$ cat src/rtl/uart_port_pkg.sv
// uart_port_pkg: shared definitions for the uart_port block.
//   uart_state_e      - state encoding shared by the TX and RX FSMs
//   DataWidth         - serial payload width (8 bits)
//   DefaultClksPerBit - clk_core cycles per bit at 39.75 MHz / 115200 baud
//   even_parity()     - parity helper used when UART_PARITY_EN is defined
package uart_port_pkg;

  typedef enum logic [2:0] {
    StIdle   = 3'd0,
    StStart  = 3'd1,
    StData   = 3'd2,
    StParity = 3'd3,
    StStop   = 3'd4
  } uart_state_e;

  localparam int unsigned DataWidth         = 8;
  localparam int unsigned DefaultClksPerBit = 345;

  function automatic logic even_parity(input logic [DataWidth-1:0] data);
    return ^data;
  endfunction

endpackage

$ cat src/rtl/uart_port_bit_timer.sv
// uart_port_bit_timer: loadable down-counter used for bit timing.
// Ports:
//   clk_core  in   clock, rising edge
//   reset     in   synchronous active-high reset (count -> 0)
//   load      in   load load_val this cycle (has priority over en)
//   load_val  in   value to load
//   en        in   count down by one while nonzero
//   zero      out  count is 0
// The counter stops at 0 instead of wrapping.
module uart_port_bit_timer #(
  parameter int unsigned Width = 4
) (
  input  logic             clk_core,
  input  logic             reset,
  input  logic             load,
  input  logic [Width-1:0] load_val,
  input  logic             en,
  output logic             zero
);

  logic [Width-1:0] count_q;

  always_ff @(posedge clk_core) begin
    if (reset) begin
      count_q <= '0;
    end else if (load) begin
      count_q <= load_val;
    end else if (en && (count_q != '0)) begin
      count_q <= count_q - Width'(1);
    end
  end

  assign zero = (count_q == '0);

endmodule

$ cat src/rtl/uart_port.sv
// uart_port: byte-oriented 8N1 UART between core valid/ready ports and board pins.
// Optional build macro: UART_PARITY_EN adds an even parity bit (11-bit frame);
// without it the frame is pure 8N1. Port list is the same in both builds.
// Ports:
//   clk_core      in   core clock, rising edge
//   reset         in   synchronous active-high reset
//   tx_data       in   byte to transmit
//   tx_valid      in   tx_data valid
//   tx_ready      out  transmitter idle, accepts a byte
//   rx_data       out  last received byte
//   rx_valid      out  rx_data holds an unconsumed byte
//   rx_ready      in   consumer takes rx_data
//   rx_overrun    out  sticky: byte dropped while rx_valid was set
//   rx_frame_err  out  sticky: bad stop bit (or parity mismatch)
//   err_clear     in   pulse clears both sticky flags
//   txd           out  serial out, idle high
//   rxd           in   serial in, asynchronous
module uart_port
  import uart_port_pkg::*;
#(
  parameter int unsigned CLKS_PER_BIT = DefaultClksPerBit
) (
  input  logic                 clk_core,
  input  logic                 reset,
  input  logic [DataWidth-1:0] tx_data,
  input  logic                 tx_valid,
  output logic                 tx_ready,
  output logic [DataWidth-1:0] rx_data,
  output logic                 rx_valid,
  input  logic                 rx_ready,
  output logic                 rx_overrun,
  output logic                 rx_frame_err,
  input  logic                 err_clear,
  output logic                 txd,
  input  logic                 rxd
);

  localparam int unsigned TimerWidth = $clog2(CLKS_PER_BIT);
  localparam int unsigned BitIdxW    = $clog2(DataWidth);
  localparam logic [TimerWidth-1:0] BitLoad  = TimerWidth'(CLKS_PER_BIT - 1);
  localparam logic [TimerWidth-1:0] HalfLoad = TimerWidth'(CLKS_PER_BIT / 2 - 1);
  localparam logic [BitIdxW-1:0]    LastBit  = BitIdxW'(DataWidth - 1);

  // ---------------------------------------------------------------------------
  // Transmitter
  // ---------------------------------------------------------------------------
  uart_state_e          tx_state;
  logic [DataWidth-1:0] tx_shift;
  logic [BitIdxW-1:0]   tx_bit;
  logic [BitIdxW-1:0]   tx_bit_nxt;
  logic                 tx_accept;
  logic                 tx_load;
  logic                 tx_zero;

  assign tx_accept  = (tx_state == StIdle) && tx_valid && tx_ready;
  assign tx_bit_nxt = tx_bit + BitIdxW'(1);
  // Each timed state reloads on its final cycle, so every bit lasts CLKS_PER_BIT.
  assign tx_load    = (tx_state == StIdle) ? tx_accept : tx_zero;

  uart_port_bit_timer #(
    .Width (TimerWidth)
  ) u_tx_timer (
    .clk_core (clk_core),
    .reset    (reset),
    .load     (tx_load),
    .load_val (BitLoad),
    .en       (1'b1),
    .zero     (tx_zero)
  );

  always_ff @(posedge clk_core) begin
    if (reset) begin
      tx_state <= StIdle;
      tx_shift <= '0;
      tx_bit   <= '0;
      tx_ready <= 1'b1;
      txd      <= 1'b1;
    end else begin
      unique case (tx_state)
        StIdle: begin
          if (tx_accept) begin
            tx_shift <= tx_data;
            tx_ready <= 1'b0;
            txd      <= 1'b0;
            tx_state <= StStart;
          end
        end
        StStart: begin
          if (tx_zero) begin
            tx_bit   <= '0;
            txd      <= tx_shift[0];
            tx_state <= StData;
          end
        end
        StData: begin
          if (tx_zero) begin
            if (tx_bit == LastBit) begin
`ifdef UART_PARITY_EN
              txd      <= even_parity(tx_shift);
              tx_state <= StParity;
`else
              txd      <= 1'b1;
              tx_state <= StStop;
`endif
            end else begin
              tx_bit <= tx_bit_nxt;
              txd    <= tx_shift[tx_bit_nxt];
            end
          end
        end
`ifdef UART_PARITY_EN
        StParity: begin
          if (tx_zero) begin
            txd      <= 1'b1;
            tx_state <= StStop;
          end
        end
`endif
        StStop: begin
          if (tx_zero) begin
            tx_ready <= 1'b1;
            tx_state <= StIdle;
          end
        end
        default: begin
          txd      <= 1'b1;
          tx_ready <= 1'b1;
          tx_state <= StIdle;
        end
      endcase
    end
  end

  // ---------------------------------------------------------------------------
  // Receiver
  // ---------------------------------------------------------------------------
  logic rxd_meta;
  logic rxd_sync;
  logic rxd_prev;
  logic rx_fall;

  always_ff @(posedge clk_core) begin
    if (reset) begin
      rxd_meta <= 1'b1;
      rxd_sync <= 1'b1;
      rxd_prev <= 1'b1;
    end else begin
      rxd_meta <= rxd;
      rxd_sync <= rxd_meta;
      rxd_prev <= rxd_sync;
    end
  end

  // Only a true high-to-low edge starts a frame, so after a bad stop bit the
  // receiver cannot restart until the line has gone high again.
  assign rx_fall = rxd_prev & ~rxd_sync;

  uart_state_e               rx_state;
  logic [DataWidth-1:0]      rx_shift;
  logic [BitIdxW-1:0]        rx_bit;
  logic                      rx_load;
  logic [TimerWidth-1:0]     rx_load_val;
  logic                      rx_zero;
  logic                      rx_bad;

  assign rx_load     = (rx_state == StIdle) ? rx_fall : rx_zero;
  // First wait is half a bit so later samples land mid-bit.
  assign rx_load_val = (rx_state == StIdle) ? HalfLoad : BitLoad;

  uart_port_bit_timer #(
    .Width (TimerWidth)
  ) u_rx_timer (
    .clk_core (clk_core),
    .reset    (reset),
    .load     (rx_load),
    .load_val (rx_load_val),
    .en       (1'b1),
    .zero     (rx_zero)
  );

`ifdef UART_PARITY_EN
  logic rx_parity_err;

  always_ff @(posedge clk_core) begin
    if (reset) begin
      rx_parity_err <= 1'b0;
    end else if ((rx_state == StParity) && rx_zero) begin
      rx_parity_err <= (rxd_sync != even_parity(rx_shift));
    end
  end

  assign rx_bad = !rxd_sync || rx_parity_err;
`else
  assign rx_bad = !rxd_sync;
`endif

  always_ff @(posedge clk_core) begin
    if (reset) begin
      rx_state     <= StIdle;
      rx_shift     <= '0;
      rx_bit       <= '0;
      rx_data      <= '0;
      rx_valid     <= 1'b0;
      rx_overrun   <= 1'b0;
      rx_frame_err <= 1'b0;
    end else begin
      // Consume and clear first; set events below override them in the same cycle.
      if (rx_valid && rx_ready) begin
        rx_valid <= 1'b0;
      end
      if (err_clear) begin
        rx_overrun   <= 1'b0;
        rx_frame_err <= 1'b0;
      end

      unique case (rx_state)
        StIdle: begin
          if (rx_fall) begin
            rx_state <= StStart;
          end
        end
        StStart: begin
          if (rx_zero) begin
            if (rxd_sync) begin
              rx_state <= StIdle;
            end else begin
              rx_bit   <= '0;
              rx_state <= StData;
            end
          end
        end
        StData: begin
          if (rx_zero) begin
            rx_shift <= {rxd_sync, rx_shift[DataWidth-1:1]};
            rx_bit   <= rx_bit + BitIdxW'(1);
            if (rx_bit == LastBit) begin
`ifdef UART_PARITY_EN
              rx_state <= StParity;
`else
              rx_state <= StStop;
`endif
            end
          end
        end
`ifdef UART_PARITY_EN
        StParity: begin
          if (rx_zero) begin
            rx_state <= StStop;
          end
        end
`endif
        StStop: begin
          if (rx_zero) begin
            rx_state <= StIdle;
            if (rx_bad) begin
              rx_frame_err <= 1'b1;
            end else if (!rx_valid || rx_ready) begin
              rx_data  <= rx_shift;
              rx_valid <= 1'b1;
            end else begin
              rx_overrun <= 1'b1;
            end
          end
        end
        default: begin
          rx_state <= StIdle;
        end
      endcase
    end
  end

endmodule

$ cat config.mk
export PLATFORM = sky130hd
export DESIGN_NAME = uart_port
export DESIGN_NICKNAME = d
export VERILOG_FILES = /design/src/rtl/uart_port_pkg.sv /design/src/rtl/uart_port_bit_timer.sv /design/src/rtl/uart_port.sv
export SDC_FILE = /design/constraint.sdc
export NUM_CORES = 1
export LEC_CHECK = 0
export ABC_AREA = 1
export CORE_ASPECT_RATIO = 0.5
export CORE_MARGIN = 5
export CORE_UTILIZATION = 41
export DETAILED_ROUTE_END_ITERATION = 12
export SYNTH_ARGS = -nofsm -noshare
export SYNTH_HDL_FRONTEND = slang
export SYNTH_SLANG_ARGS = --single-unit
$ cat constraint.sdc
create_clock -name clk_core -period 4 [get_ports clk_core]
set_clock_uncertainty 0.05 [all_clocks]
set_input_delay 0.4 -clock clk_core [delete_from_list [all_inputs] [get_ports clk_core]]
set_output_delay 0.4 -clock clk_core [all_outputs]
set_load 0.005 [all_outputs]
After elaboration in Yosys (flattened, before gate mapping) --
Cells that the tools add are included.
Storage, ports and cells: flip-flop bits (word level) 62, word-level logic and storage cells 123, output and inout bits 13
Cells by class: reductions and logical operators 26, magnitude comparators 1, equality and inequality tests 20, bitwise operators 4, $add $sub $neg 4, mux-type cells 50
Operators by type and width (number):
- $mux 3 | 15
- $mux 9 | 5
- $ne 2x2->1 const B | 12
- $pmux 3 s4 | 2
- $mux 1 | 22
- $logic_not 9->1 | 2
- $reduce_bool 9->1 | 2
- $sub 9x1->9 const B | 2
- $reduce_and 4->1 | 4
- $eq 3x3->1 const B | 4
- $pmux 3 s2 | 2
- $reduce_and 5->1 | 2
- $reduce_bool 2->1 | 4
- $add 3x1->3 const B | 2
- $eq 3x1->1 const B | 2
- $eq 3x2->1 const B | 2
- $logic_not 3->1 | 2
- $lt 3x4->1 const B | 1
- $pmux 1 s4 | 1
- $reduce_and 2->1 | 2
- $reduce_or 2->1 | 2
- $bmux 1 s3 | 1
- $logic_and 1x1->1 | 3
- $not 1->1 | 3
- other kinds (6) | 6

Longest topological paths before layout --
depth in word-level cells 6, gate-level depth with buffers 10

By module --
From an unflattened synthesis, not the netlist that was laid out.
Second synthesis, totals: cells, all modules 452, area total of the unflattened synthesis 3169.3 um2
By module, submodules not included:
- uart_port | area an instance 1960.6 um2, seq. area each 880.8 um2, times used 1, cells an instance 254
- uart_port_bit_timer | area an instance 604.3 um2, seq. area each 180.2 um2, times used 2, cells an instance 99

Worst setup path before layout --
Ideal clock, no wire load.
path type register -> register, start register u_rx_timer.count_q[0], end register rx_data[1], buffers on the path 1, clock period less this slack 1552 ps, arrival time 1389 ps, required time 3837 ps, setup slack 2448 ps, stages on the path, launching flop included 9, cells stage by stage dfxtp_1 inv_1 ha_1 nand3_2 nor3_4 nand4_4 buf_6 nor2_1 nor2_1
On the way: cells in the longest elaborated chain, start to end 2
Ends and longest elaborated chain:
- start: declaration | line uart_port_bit_timer.sv:21 | logic [Width-1:0] count_q;
- start signal: assignment | line uart_port_bit_timer.sv:27 | count_q <= load_val;
- start signal: assignment | line uart_port_bit_timer.sv:29 | count_q <= count_q - Width'(1);
- $logic_not 9->1 | line uart_port_bit_timer.sv:33 | assign zero = (count_q == '0);
- $reduce_and 4->1 (no line)
- end signal: assignment | line uart_port.sv:258 | rx_data <= rx_shift;
- end: declaration | line uart_port.sv:28 | output logic [DataWidth-1:0] rx_data,
No other way between the ends. A chain may end at the register's enable or synchronous reset.

Final worst setup path --
start register u_rx_timer.count_q[0], end register rx_bit[0]
On the way: cells in the longest elaborated chain, start to end 3
Ends and longest elaborated chain:
- $logic_not 9->1 (*) | line uart_port_bit_timer.sv:33
- $ne 2x2->1 (no line)
- $reduce_and 4->1 (no line) (*)
- end signal: assignment | line uart_port.sv:235 | rx_bit <= rx_bit + BitIdxW'(1);
- end: declaration | line uart_port.sv:160 | logic [BitIdxW-1:0] rx_bit;
Every way passes the cells marked *; elsewhere a longest branch is shown, timed or not.

==> flow_summary_export.csv <==
group,metric,value,unit
run_status,outcome,"finished clean",
die,dieArea,0.00879,sq mm
detailed_routing,wl,6180,um
detailed_routing,drtAntennaViolNets,0,
cells_and_area,diodes,0,
placed_design,place_inst,513,
die,ioPinCount,27,
power,ir_worst_vdd,0.271,mV
clocking,cts_sinks,62,
detailed_routing,maxUsedRoutingLayer,"met4",
die,fp.dieH,68.8,um
clocking,tritoncts,"done",
detailed_routing,wl_met1,2960,um
clocking,cts_resized,0,
die,core,0.00670,sq mm
timing,max_slew_margin,49.7,%
synthesis,synth.cell_area,0.00284,sq mm
timing,fin_crit,2.32,ns
detailed_routing,routed-wl-met2,2930,um
job,drv_cap,0,
synthesis,ys_ff_latch,62,
synthesis,synthesis.nets,424,
power,finalPower,2.62,mW
synthesis,yosys.area_share.simple,33.6,%
synthesis,yosysSeqAreaShare,43.7,%
synthesis,synth_top_family_by_area,"simple AND/OR/NAND/NOR gates",
global_route,overflow,0,
placed_design,gp_congestion,0.833,
global_route,grt_max_degree,39,
detailed_routing,firstDrtPassIters,4,
timing,hold_slack,0.360,ns
detailed_routing,drc_errors,0,
synthesis,syn_inst,404,
power,p_leak,1.56,nW
detailed_routing,drt-wirelength-per-cell,11.7,um
cells_and_area,fillers,652,
critical_path,end_kind,"register",
timing,tightest_slew,0.751,ns
cells_and_area,drive_gt1_share,6.41,%
synthesis,ys_warn_count,0,
clocking,clockBufferDepth,2,
critical_path,crit_arrival,2.52,ns
placed_design,hpwl,4300,um
timing,slew_violations,0,
synthesis,synthMuxAreaShare,0,%
clocking,cts_buffers,9,
timing,finalSetupViolations,0,
die,start_util,42.4,%
timing,grt_setup_unrepaired,"false",
die,die_w,128,um
synthesis,synth_fa_ha_area_share,2.64,%
timing,min_period_over_period,57.9,%
cells_and_area,seq_area,0.00124,sq mm
die,rows,21,
cells_and_area,multi_input_area,0.00136,sq mm
clocking,cts.reportedPaths.clkPinSlew,0.05,ns
cells_and_area,syn2layout_area_growth,23.9,%
detailed_routing,vias,2576,
synthesis,yosysUniqueCellTypes,28,
detailed_routing,drt_iter0_drc,164,
synthesis,synth.avg_cell_area,7.03,sq um
detailed_routing,dr_wl_met3,248,um
clocking,worstSkewPairLatency,0.32,ns
min_path,min_path_type,"reg -> reg",
clocking,cts_hold_buf,0,
global_route,grtUsageTotal,15.3,%
cells_and_area,fin_util,52.5,%
timing,fmax,0.432,GHz
global_route,grt_pass1_wl,10700,um
critical_path,critical_path.max_fanout,12,
placed_design,port-buffer-count,26,
global_route,grt_pass1_vias,2438,
cells_and_area,layout.nets,452,
critical_path,start_kind,"register",
clocking,cts_htree_levels,3,
critical_path,criticalPathCategory,"reg -> reg",
detailed_routing,viasPerCell,4.87,
synthesis,synth_compound_gate_area_share,9.56,%
power,power_density,745,mW/mm^2
clocking,root_buffer,"clkbuf_16",
clocking,cts_setup_buffers,0,
timing,hold_viol,0,
global_route,antenna_found_initial,0,
timing,tns,0,ns
synthesis,synth-xor-area-share,2.16,%
critical_path,required,4.20,ns
cells_and_area,final_cells,529,
area by class of cell:
| type | count | area share [%] |
|---|---|---|
| inverter | 49 | 5.23 |
| tap | 92 | 3.27 |
| clock inverter | 7 | 3.49 |
| multi-input combinational | 283 | 38.7 |
| timing repair buffer | 27 | 7.61 |
| clock buffer | 9 | 6.40 |
| sequential | 62 | 35.3 |
cells in the final DEF, fill, tap and decap left out, types with 2 or more instances in the layout:
cell | netlist | routed
xnor2_1 | 2 | 2
or2_2 | 4 | 4
dfxtp_1 | 62 | 62
clkbuf_16 | 0 | 9
nor3_1 | 7 | 7
xor2_1 | 5 | 5
nand3b_1 | 3 | 3
inv_1 | 48 | 48
a21oi_1 | 41 | 41
clkinv_4 | 0 | 2
clkdlybuf4s50_1 | 0 | 26
ha_1 | 6 | 6
nor2_2 | 2 | 2
nor2_1 | 48 | 48
bufinv_16 | 0 | 3
nand2_1 | 111 | 111
o21ai_0 | 9 | 9
clkinvlp_4 | 0 | 2
nand3_2 | 3 | 3
nand4_1 | 7 | 7
nand3_1 | 29 | 29
report_power, final:
| part | leakage (nW) | internal, mW | switching (mW) | total [mW] |
|---|---|---|---|---|
| registers | 0.506 | 0.743 | 0.0914 | 0.835 |
| clock network | 0.162 | 0.610 | 0.288 | 0.898 |
| logic | 0.890 | 0.331 | 0.557 | 0.888 |
| total | 1.56 | 1.68 | 0.937 | 2.62 |
per-layer routing:
| metal | vias to the layer above | global-route usage (%) |
|---|---|---|
| met5 | - | 0 |
| met4 | 0 | 4.76 |
| met3 | 4 | 4.85 |
| met2 | 46 | 27.0 |
| met1 | 1178 | 18.2 |
| li1 | 1348 | - |
per-stage QoR:
stage	setup slack, ns	cell area, sq um
floorplan	2.45	2840
global placement	1.76	3170
detailed placement	1.76	3170
CTS	1.74	3520
global route	1.47	3520
finish	1.68	3520
worst paths after layout:
path | startpoint | end | slack [ns] | cells past startpoint
worst min-delay path | rxd_meta | rxd_sync | 0.36 | 1
worst max register to register | u_rx_timer.count_q[0] | rx_bit[0] | 1.68 | 8
worst max-delay path | u_rx_timer.count_q[0] | rx_bit[0] | 1.68 | 8
worst min register to register | rxd_meta | rxd_sync | 0.36 | 1
registers in the layout, indices dropped and copies added (netlist names):
signal	count
u_rx_timer.count_q	9
u_tx_timer.count_q	9
rx_data	8
rx_shift	8
tx_shift	8
rx_bit	3
rx_state	3
tx_bit	3
tx_state	3
rx_frame_err	1
rx_overrun	1
rx_valid	1
rxd_meta	1
rxd_prev	1
rxd_sync	1
tx_ready	1
txd	1
synthesized netlist by cell type:
master / number / area [sq um]
nor2_2: 2 / 12.5
nand3_1: 29 / 145
xor2_1: 5 / 43.8
xnor2_1: 2 / 17.5
clkinv_1: 1 / 3.75
buf_4: 1 / 7.51
or2_2: 4 / 25.0
o21a_1: 1 / 7.51
o22ai_1: 1 / 6.26
buf_6: 1 / 11.3
nand3_2: 3 / 30.0
clkbuf_1: 5 / 18.8
dfxtp_1: 62 / 1240
nor3_4: 1 / 16.3
ha_1: 6 / 75.1
nand3b_1: 3 / 22.5
buf_2: 2 / 10.0
nor3_1: 7 / 35.0
nand4_1: 7 / 43.8
o31ai_1: 1 / 7.51
inv_1: 48 / 180
and2_1: 1 / 6.26
buf_1: 1 / 3.75
o21ai_0: 9 / 45.0
nor2_1: 48 / 180
a21oi_1: 41 / 205
nand2_1: 111 / 417
nand4_4: 1 / 21.3
kinds of logic after synthesis:
kind of cell,after synthesis
xor gates and xnor gates,7
DFF,62
and+or+nand+nor,217
AOI/OAI and AO/OA,53
adders and majority gates,6
buffers and inverters,59
worst max-delay path: stages, from the launching register on:
cell and delay [ns]:
dfxtp_1 0.32, inv_1 0.08, ha_1 0.23, nand3_2 0.15, nor2_2 0.17, nand2_1 0.26, nor2_1 0.66, o21ai_0 0.18
a21oi_1 0.15
(Power assumes the default switching activity.)
